<file path="src/rtl/control_pkg.sv">
// Shared definitions for the multicycle MIPS main control unit.
// Contents: state encodings (also visible on the estado debug port), opcode
// constants, ALUOp / ALUSrcB / PCSource encodings, and helpers that decide
// opcode legality and instruction retirement.
package control_pkg;

    typedef enum logic [3:0] {
        S_RESET  = 4'd0,
        S_FETCH  = 4'd1,
        S_DECODE = 4'd2,
        S_MEMADR = 4'd3,
        S_MEMRD  = 4'd4,
        S_MEMWB  = 4'd5,
        S_MEMWR  = 4'd6,
        S_EXEC   = 4'd7,
        S_ALUWB  = 4'd8,
        S_BRANCH = 4'd9,
        S_JUMP   = 4'd10,
        S_ADDIEX = 4'd11,
        S_ADDIWB = 4'd12
    } state_t;

    localparam logic [5:0] OP_RTYPE = 6'b000000;
    localparam logic [5:0] OP_LW    = 6'b100011;
    localparam logic [5:0] OP_SW    = 6'b101011;
    localparam logic [5:0] OP_BEQ   = 6'b000100;
    localparam logic [5:0] OP_J     = 6'b000010;
    localparam logic [5:0] OP_ADDI  = 6'b001000;

    localparam logic [1:0] ALUOP_ADD   = 2'b00;
    localparam logic [1:0] ALUOP_SUB   = 2'b01;
    localparam logic [1:0] ALUOP_FUNCT = 2'b10;

    localparam logic [1:0] SRCB_B       = 2'b00;
    localparam logic [1:0] SRCB_FOUR    = 2'b01;
    localparam logic [1:0] SRCB_IMM     = 2'b10;
    localparam logic [1:0] SRCB_IMM_SH2 = 2'b11;

    localparam logic [1:0] PCSRC_ALU    = 2'b00;
    localparam logic [1:0] PCSRC_ALUOUT = 2'b01;
    localparam logic [1:0] PCSRC_JUMP   = 2'b10;

    // addi is only a legal opcode when the build enables it.
    function automatic logic opcode_legal(input logic [5:0] op, input logic addi_en);
        case (op)
            OP_RTYPE, OP_LW, OP_SW, OP_BEQ, OP_J: opcode_legal = 1'b1;
            OP_ADDI:                              opcode_legal = addi_en;
            default:                              opcode_legal = 1'b0;
        endcase
    endfunction

    // True on the final cycle of an instruction; a store only finishes once
    // memory acknowledges it.
    function automatic logic retires(input state_t s, input logic mem_ready);
        case (s)
            S_MEMWB, S_ALUWB, S_BRANCH, S_JUMP, S_ADDIWB: retires = 1'b1;
            S_MEMWR:                                      retires = mem_ready;
            default:                                      retires = 1'b0;
        endcase
    endfunction

endpackage

</file>
<file path="src/rtl/instr_counter.sv">
// Retired-instruction counter.
// Ports:
//   clk    in   rising-edge clock
//   rst_n  in   synchronous active-low clear
//   en     in   increment this cycle
//   count  out  CNT_W-bit count, wraps modulo 2^CNT_W
module instr_counter #(
    parameter int CNT_W = 32
) (
    input  logic             clk,
    input  logic             rst_n,
    input  logic             en,
    output logic [CNT_W-1:0] count
);

    always_ff @(posedge clk) begin
        if (!rst_n) begin
            count <= '0;
        end else if (en) begin
            count <= count + CNT_W'(1);
        end
    end

endmodule

</file>
<file path="src/rtl/multicycle_control_unit.sv">
// Main control FSM of the multicycle MIPS datapath. Decodes the opcode,
// sequences FETCH/DECODE/EXECUTE/MEM/WRITEBACK, drives the datapath enables
// and mux selects plus ALUOp for ALU_Control, honours a memory-ready
// handshake and counts retired instructions.
// Ports:
//   clk, rst_n             clock, synchronous active-low reset
//   opcode[5:0]            instruction[31:26], used in DECODE and MEMADR
//   mem_ready              memory access completes this cycle
//   PCWrite .. ALUSrcA     single-bit datapath controls
//   ALUSrcB[1:0]           00 B, 01 4, 10 sign-ext imm, 11 imm<<2
//   PCSource[1:0]          00 ALU result, 01 ALUOut, 10 jump target
//   ALUOp[1:0]             00 add, 01 subtract, 10 use funct
//   estado[3:0]            current state code (debug)
//   illegal_op             high during a DECODE cycle holding an undefined opcode
//   instr_count[CNT_W-1:0] retired instructions
module multicycle_control_unit
    import control_pkg::*;
#(
    parameter int CNT_W   = 32,
    parameter bit ADDI_EN = 1'b1
) (
    input  logic             clk,
    input  logic             rst_n,
    input  logic [5:0]       opcode,
    input  logic             mem_ready,
    output logic             PCWrite,
    output logic             PCWriteCond,
    output logic             IorD,
    output logic             MemRead,
    output logic             MemWrite,
    output logic             IRWrite,
    output logic             MemtoReg,
    output logic             RegDst,
    output logic             RegWrite,
    output logic             ALUSrcA,
    output logic [1:0]       ALUSrcB,
    output logic [1:0]       PCSource,
    output logic [1:0]       ALUOp,
    output logic [3:0]       estado,
    output logic             illegal_op,
    output logic [CNT_W-1:0] instr_count
);

    state_t state;

    always_ff @(posedge clk) begin
        if (!rst_n) begin
            state <= S_RESET;
        end else begin
            case (state)
                S_RESET:  state <= S_FETCH;
                S_FETCH:  if (mem_ready) state <= S_DECODE;
                S_DECODE: begin
                    case (opcode)
                        OP_RTYPE:     state <= S_EXEC;
                        OP_LW, OP_SW: state <= S_MEMADR;
                        OP_BEQ:       state <= S_BRANCH;
                        OP_J:         state <= S_JUMP;
                        OP_ADDI:      state <= ADDI_EN ? S_ADDIEX : S_FETCH;
                        default:      state <= S_FETCH;
                    endcase
                end
                S_MEMADR: state <= (opcode == OP_LW) ? S_MEMRD : S_MEMWR;
                S_MEMRD:  if (mem_ready) state <= S_MEMWB;
                S_MEMWB:  state <= S_FETCH;
                S_MEMWR:  if (mem_ready) state <= S_FETCH;
                S_EXEC:   state <= S_ALUWB;
                S_ALUWB:  state <= S_FETCH;
                S_BRANCH: state <= S_FETCH;
                S_JUMP:   state <= S_FETCH;
                S_ADDIEX: state <= S_ADDIWB;
                S_ADDIWB: state <= S_FETCH;
                // Codes 13-15 are unreachable; recover through RESET.
                default:  state <= S_RESET;
            endcase
        end
    end

    // Moore decode; only IRWrite/PCWrite in FETCH and illegal_op in DECODE
    // also look at an input, so a stalled fetch never writes PC or IR.
    always_comb begin
        PCWrite     = 1'b0;
        PCWriteCond = 1'b0;
        IorD        = 1'b0;
        MemRead     = 1'b0;
        MemWrite    = 1'b0;
        IRWrite     = 1'b0;
        MemtoReg    = 1'b0;
        RegDst      = 1'b0;
        RegWrite    = 1'b0;
        ALUSrcA     = 1'b0;
        ALUSrcB     = SRCB_B;
        PCSource    = PCSRC_ALU;
        ALUOp       = ALUOP_ADD;
        illegal_op  = 1'b0;
        case (state)
            S_FETCH: begin
                MemRead = 1'b1;
                ALUSrcB = SRCB_FOUR;
                IRWrite = mem_ready;
                PCWrite = mem_ready;
            end
            S_DECODE: begin
                ALUSrcB    = SRCB_IMM_SH2;
                illegal_op = !opcode_legal(opcode, ADDI_EN);
            end
            S_MEMADR, S_ADDIEX: begin
                ALUSrcA = 1'b1;
                ALUSrcB = SRCB_IMM;
            end
            S_MEMRD: begin
                MemRead = 1'b1;
                IorD    = 1'b1;
            end
            S_MEMWB: begin
                RegWrite = 1'b1;
                MemtoReg = 1'b1;
            end
            S_MEMWR: begin
                MemWrite = 1'b1;
                IorD     = 1'b1;
            end
            S_EXEC: begin
                ALUSrcA = 1'b1;
                ALUOp   = ALUOP_FUNCT;
            end
            S_ALUWB: begin
                RegWrite = 1'b1;
                RegDst   = 1'b1;
            end
            S_BRANCH: begin
                ALUSrcA     = 1'b1;
                ALUOp       = ALUOP_SUB;
                PCWriteCond = 1'b1;
                PCSource    = PCSRC_ALUOUT;
            end
            S_JUMP: begin
                PCWrite  = 1'b1;
                PCSource = PCSRC_JUMP;
            end
            S_ADDIWB: begin
                RegWrite = 1'b1;
            end
            default: ;
        endcase
    end

    assign estado = state;

    // Reset clears the counter with priority, so an instruction cut short by
    // rst_n is never counted.
    instr_counter #(
        .CNT_W (CNT_W)
    ) u_instr_counter (
        .clk   (clk),
        .rst_n (rst_n),
        .en    (retires(state, mem_ready)),
        .count (instr_count)
    );

endmodule

</file>
<file path="config.mk">
export PLATFORM = sky130hd
export DESIGN_NAME = multicycle_control_unit
export DESIGN_NICKNAME = d
export VERILOG_FILES = /design/src/rtl/control_pkg.sv /design/src/rtl/instr_counter.sv /design/src/rtl/multicycle_control_unit.sv
export SDC_FILE = /design/constraint.sdc
export NUM_CORES = 1
export LEC_CHECK = 0
export ABC_AREA = 1
export CAP_MARGIN = 40
export CORE_ASPECT_RATIO = 1.5
export CORE_MARGIN = 2
export CORE_UTILIZATION = 31
export DETAILED_ROUTE_END_ITERATION = 6
export GPL_TIMING_DRIVEN = 0
export HOLD_SLACK_MARGIN = 0.03
export PLACE_DENSITY = 0.55
export SLEW_MARGIN = 20
export SYNTH_ARGS = -nofsm -noshare
export SYNTH_HDL_FRONTEND = slang
export SYNTH_SLANG_ARGS = --single-unit
export TNS_END_PERCENT = 30
</file>
<file path="constraint.sdc">
create_clock -name clk -period 3.6 [get_ports clk]
set_clock_uncertainty 0.15 [all_clocks]
set_input_delay 0.72 -clock clk [delete_from_list [all_inputs] [get_ports clk]]
set_output_delay 0.72 -clock clk [all_outputs]
set_load 0.1 [all_outputs]
</file>
Yosys cells after proc, flatten, opt, wreduce, memory -nomap -nowiden
Index checks and enable logic that the tools add are counted.

Add/sub/neg operators: 1. Equal/unequal tests: 20. Mux-type cells: 23. Reduce and logical (&&, ||, !) cells: 13.

Operators by type and width (number): $add 32x1->32 const B (1); $pmux 4 s8 (1); $eq 4x4->1 const B (5); $pmux 4 s5 (1); $eq 4x3->1 const B (4); $eq 6x6->1 const B (2); $mux 1 (12); $mux 4 (3); $reduce_or 6->1 (2); $eq 4x2->1 const B (2); $pmux 2 s2 (2); $reduce_or 2->1 (4); $eq 6x2->1 const B (1); $eq 6x3->1 const B (1); $eq 6x4->1 const B (1); $logic_not 6->1 (1); $ne 2x2->1 const B (3); $pmux 2 s3 (1); $reduce_or 5->1 (1); $eq 4x1->1 const B (1); $logic_not 4->1 (1); $pmux 1 s2 (2); $reduce_or 4->1 (1); $reduce_and 3->1 (1); other kinds (3) (3).

Register bits after elaboration: 36. Input bits: 9. Output and inout bits: 53. Word-level logic and storage cells: 59.

Longest topological paths before layout
Depth after elaboration: 6. Mapped depth: 11.

Modules after synthesis
A second synthesis with hierarchy kept.

Cells, all modules: 348. Area total of the unflattened synthesis: 2213.4 um^2.

By module, submodules not included: instr_counter (times used 1, cells an instance 260, area each 1750.4 um^2, seq. area each 640.6 um^2); multicycle_control_unit (times used 1, cells an instance 88, area each 462.9 um^2, seq. area each 80.1 um^2).

Worst setup path after synthesis
Ideal clock, no wire load.

Path kind: reg-to-output. Start: register state[1] (netlist: estado[1]). End: output port illegal_op. Data arrival time: 3.910 ns. Required time: 2.730 ns. Path slack: -1.180 ns. Cell stages (with the launch flop): 5. Buffers on the path: 0. Cells stage by stage: dfxtp_1 -> nand2_2 -> nor3_1 -> inv_1 -> nor3b_1.

Word-level cells in the longest chain between the ends: 2.

RTL lines: start: declaration (RTL line multicycle_control_unit.sv:44) `state_t state;`; start signal: assignment (RTL line multicycle_control_unit.sv:59) `OP_ADDI: state <= ADDI_EN ? S_ADDIEX : S_FETCH;`; start signal: assignment (RTL line multicycle_control_unit.sv:63) `S_MEMADR: state <= (opcode == OP_LW) ? S_MEMRD : S_MEMWR;`; $eq 4x2->1 (RTL line multicycle_control_unit.sv:96) `case (state)`; $mux 1 (RTL line multicycle_control_unit.sv:96); end: declaration (RTL line multicycle_control_unit.sv:40) `output logic illegal_op,`.

Every way passes these cells.

Worst setup path in the final report
Start: input port opcode[2]. End: output port illegal_op.

Word-level cells in the longest chain between the ends: 6. Elaborated cells on any way between the ends: 11. Classes of those cells: 5 x eq/ne; 3 x mux; 3 x reduce/logical.

RTL lines: start: declaration (RTL line multicycle_control_unit.sv:24) `input logic [5:0] opcode,`; $eq 6x6->1, or another cell as far along (RTL line control_pkg.sv:45) `case (op)`; $reduce_or 6->1 (no line) (*); $mux 1 (*) (RTL line control_pkg.sv:45); $mux 1 (*) (RTL line multicycle_control_unit.sv:96); $logic_not 1->1 (*) (RTL line multicycle_control_unit.sv:105) `illegal_op = !opcode_legal(opcode, ADDI_EN);`; $mux 1 (*) (RTL line multicycle_control_unit.sv:96).

Every way passes the cells marked *; elsewhere a longest branch is shown, timed or not. The select of a mux whose other input is x is not followed.

==> results by group <==
Synth
  – Post-synthesis cell type count: 30
  – Synth Area per Inst: 5.67 µm²
  – Post-Synth Adder-Cell Area: 0.504%
  – Top cells by area, synth: dfxtp_1 (29%), nand2_1 (24%), nor2_1 (13%), inv_1 (6.5%), a21oi_1 (5.6%)
  – Largest family of logic cells by synthesized area: simple AND/OR/NAND/NOR gates
  – Share of Yosys cell area claimed by the top area cell type: 29.0%
  – Most frequently used cell type in the post-synthesis netlist: nand2_1
  – Fraction of registers with async set/reset: 0%
  – Multiplexer area fraction after synthesis: 0%
  – Synth Area in XOR/XNOR: 2.11%
  – Post-synthesis net count: 448
  – Number of synthesized flops with an enable pin: 0
  – Mapped Area: 2480 µm²
  – Ys flop type: dfxtp_1
  – Cell taking the most area after synthesis: dfxtp_1
  – #FFs+latches synth: 36
  – Cells after Synth: 438
  – Synth cell count leaders: nand2_1 (160), nor2_1 (85), inv_1 (43)
  – Share of the yosys chip area belonging to registers: 29.0%
  – Synth Area in Compound Gates: 9.62%
  – Warnings, synthesis: 0
  – Synth Area in Simple Gates: 48.7%

Routing
  – Drt pass-1 iters: 4
  – Vias/cell: 4.66
  – WL/cell: 13.4 µm
  – Drt first-iter violations: 143
  – Post-DRT Antenna Nets: 0
  – # DRC: 0
  – Routed WL: 8920 µm
  – Via count: 3091

CTS
  – Clock slew at reported path FFs: 0.06 ns
  – Clk_lat worst skew: 0.29 ns
  – Hold buffers post-CTS: 0
  – CTS tree: done
  – Clock Path Buffers: 2
  – Clk root buf: clkbuf_16
  – CTS buffer count: 5
  – Clock Sinks: 36
  – Setup bufs post-CTS: 0
  – H-tree Lvls: 2

Layout
  – Non-filler cells, final: 664
  – Fillers: 818
  – Layout Nets: 569
  – Final design area excluding fillers: 4260 µm²
  – Syn-to-layout area delta: 71.2%
  – # diodes: 0
  – Layout cells sized above 1: 15.2%

Die
  – Die width: 77.1 µm
  – Row count: 40
  – Top-Level Pins: 62
  – Die Span Y: 114 µm
  – Core ar.: 7910 µm²
  – Initial core utilization: 31.4%
  – Die ar.: 8760 µm²

Global routing
  – Initial antenna violation count: 0
  – First-pass GRT wire length: 14600 µm
  – Grt ovf: 0
  – Largest net degree at the start of global routing: 11
  – Number of global-route vias before repair: 3013
  – Total track usage: 21.1%

Placement
  – Placed Instances: 657
  – Area post-placement: 4100 µm²
  – Gpl congestion: 0.882
  – DP Wirelength: 7160 µm
  – Port-buffer cells: 61

Power
  – Leak: 1.58 nW
  – Peak VDD IR: 0.719 mV
  – Power Total: 0.00148 W
  – Power density cells: 348 nW/µm²

Worst setup path
  – Critical path type: in2out
  – Critical path arrival: 2.46 ns
  – CP Capture Type: output port
  – Crit Path Max Fanout: 3
  – WP data required: 2.73 ns
  – CP startpoint kind: input port

Timing
  – Min Tclk post-route: 3.33 ns
  – Final hold vios: 0
  – Final setup viols: 0
  – Worst-Margin Slew: 0.569 ns
  – Slew HR: 62.1%
  – Max Slew Vio Count: 0
  – Fin crit share: 92.6%
  – FMAX: 300 MHz
  – Unrepaired setup endpoints after global routing: no

Run status
  – Status: complete, no violations

Hold path
  – Hold Path Class: reg2reg

Run
  – Max Cap Violations: 0
-- cell families after synthesis --
family	after synthesis
and+or+nand+nor	294
buffers and inverters	55
AOI/OAI and AO/OA	46
DFF	36
xor gates and xnor gates	6
adders and majority gates	1
-- cell type report --
cell class	count	area, µm²	area share [%]
Buffer	12	88.8	2.09
Clock buffer	7	153	3.59
Inverter	43	161	3.79
Multi-Input combinational cell	347	1540	36.3
Sequential cell	36	721	16.9
Tap cell	105	131	3.09
Timing Repair Buffer	114	1460	34.2
-- per-layer routing --
layer | vias to the layer above | share of wire [%] | track usage (%)
met3 | 15 | 3.3 | 3.01
met4 | 0 | 2.9 | 8.69
met2 | 83 | 55 | 41.2
li1 | 1613 | - | -
met5 | - | 0 | 0
met1 | 1380 | 39 | 22.4
-- worst max-delay path: stages --
cell	delay, ns
clkdlybuf4s50_1	0.50
nor2_1	0.08
nand3_1	0.12
nand3_1	0.13
nor3b_2	0.17
clkdlybuf4s50_1	0.53
buf_8	0.20
-- stage by stage --
stage / hold slack [ns] / TNS, ns / utilization (%) / worst slack [ns]
final: 0.364 / 0 / 53.8 / 0.265
after global routing: 0.398 / 0 / 53.8 / 0.0958
after CTS: 0.370 / 0 / 53.8 / 0.0770
after detailed placement: 0.361 / 0 / 51.8 / 0.242
after global placement: 0.358 / -0.130 / 41.1 / -0.130
after floorplan: 0.705 / -0.646 / - / -0.241
-- power breakdown --
group	leakage, nW	internal (W)	switching (W)
clock	0.0760	0.000291	0.000172
sequential	0.290	0.000408	0.0000133
combinational	1.22	0.000198	0.000401
total	1.58	0.000896	0.000586
-- flip-flops by register name, summed over array words and instances, names as in the netlist --
signal                 count
u_instr_counter.count     32
estado                     4
-- cells in the final DEF (no fill, tap or decap), types with 4 or more instances in the layout --
cell,count
nand2_1,160
nor2_1,83
clkdlybuf4s50_1,61
buf_8,49
inv_1,43
dfxtp_1,36
a21oi_1,28
nand3_1,27
o21ai_0,12
xor2_1,5
clkbuf_16,5
buf_6,4
nor2_4,4
nand4_1,4
nor3_1,4
buf_16,4
-- path summary, 6_finish.rpt --
kind / from / slack (ns) / end / depth (start not counted)
setup / recovery: opcode[2] / 0.27 / illegal_op / 7
hold / removal: u_instr_counter.count[29] / 0.36 / u_instr_counter.count[29] / 2
setup reg to reg: u_instr_counter.count[0] / 1.46 / u_instr_counter.count[24] / 9
hold reg to reg: u_instr_counter.count[29] / 0.36 / u_instr_counter.count[29] / 2
-- timing repair --
item / 4_1_cts / 5_1_grt
setup endpoints to repair: 0 / 1
hold endpoints to repair: 0 / 0
gates resized for setup: 0 / 1
Power figures use the tool's default switching activity.
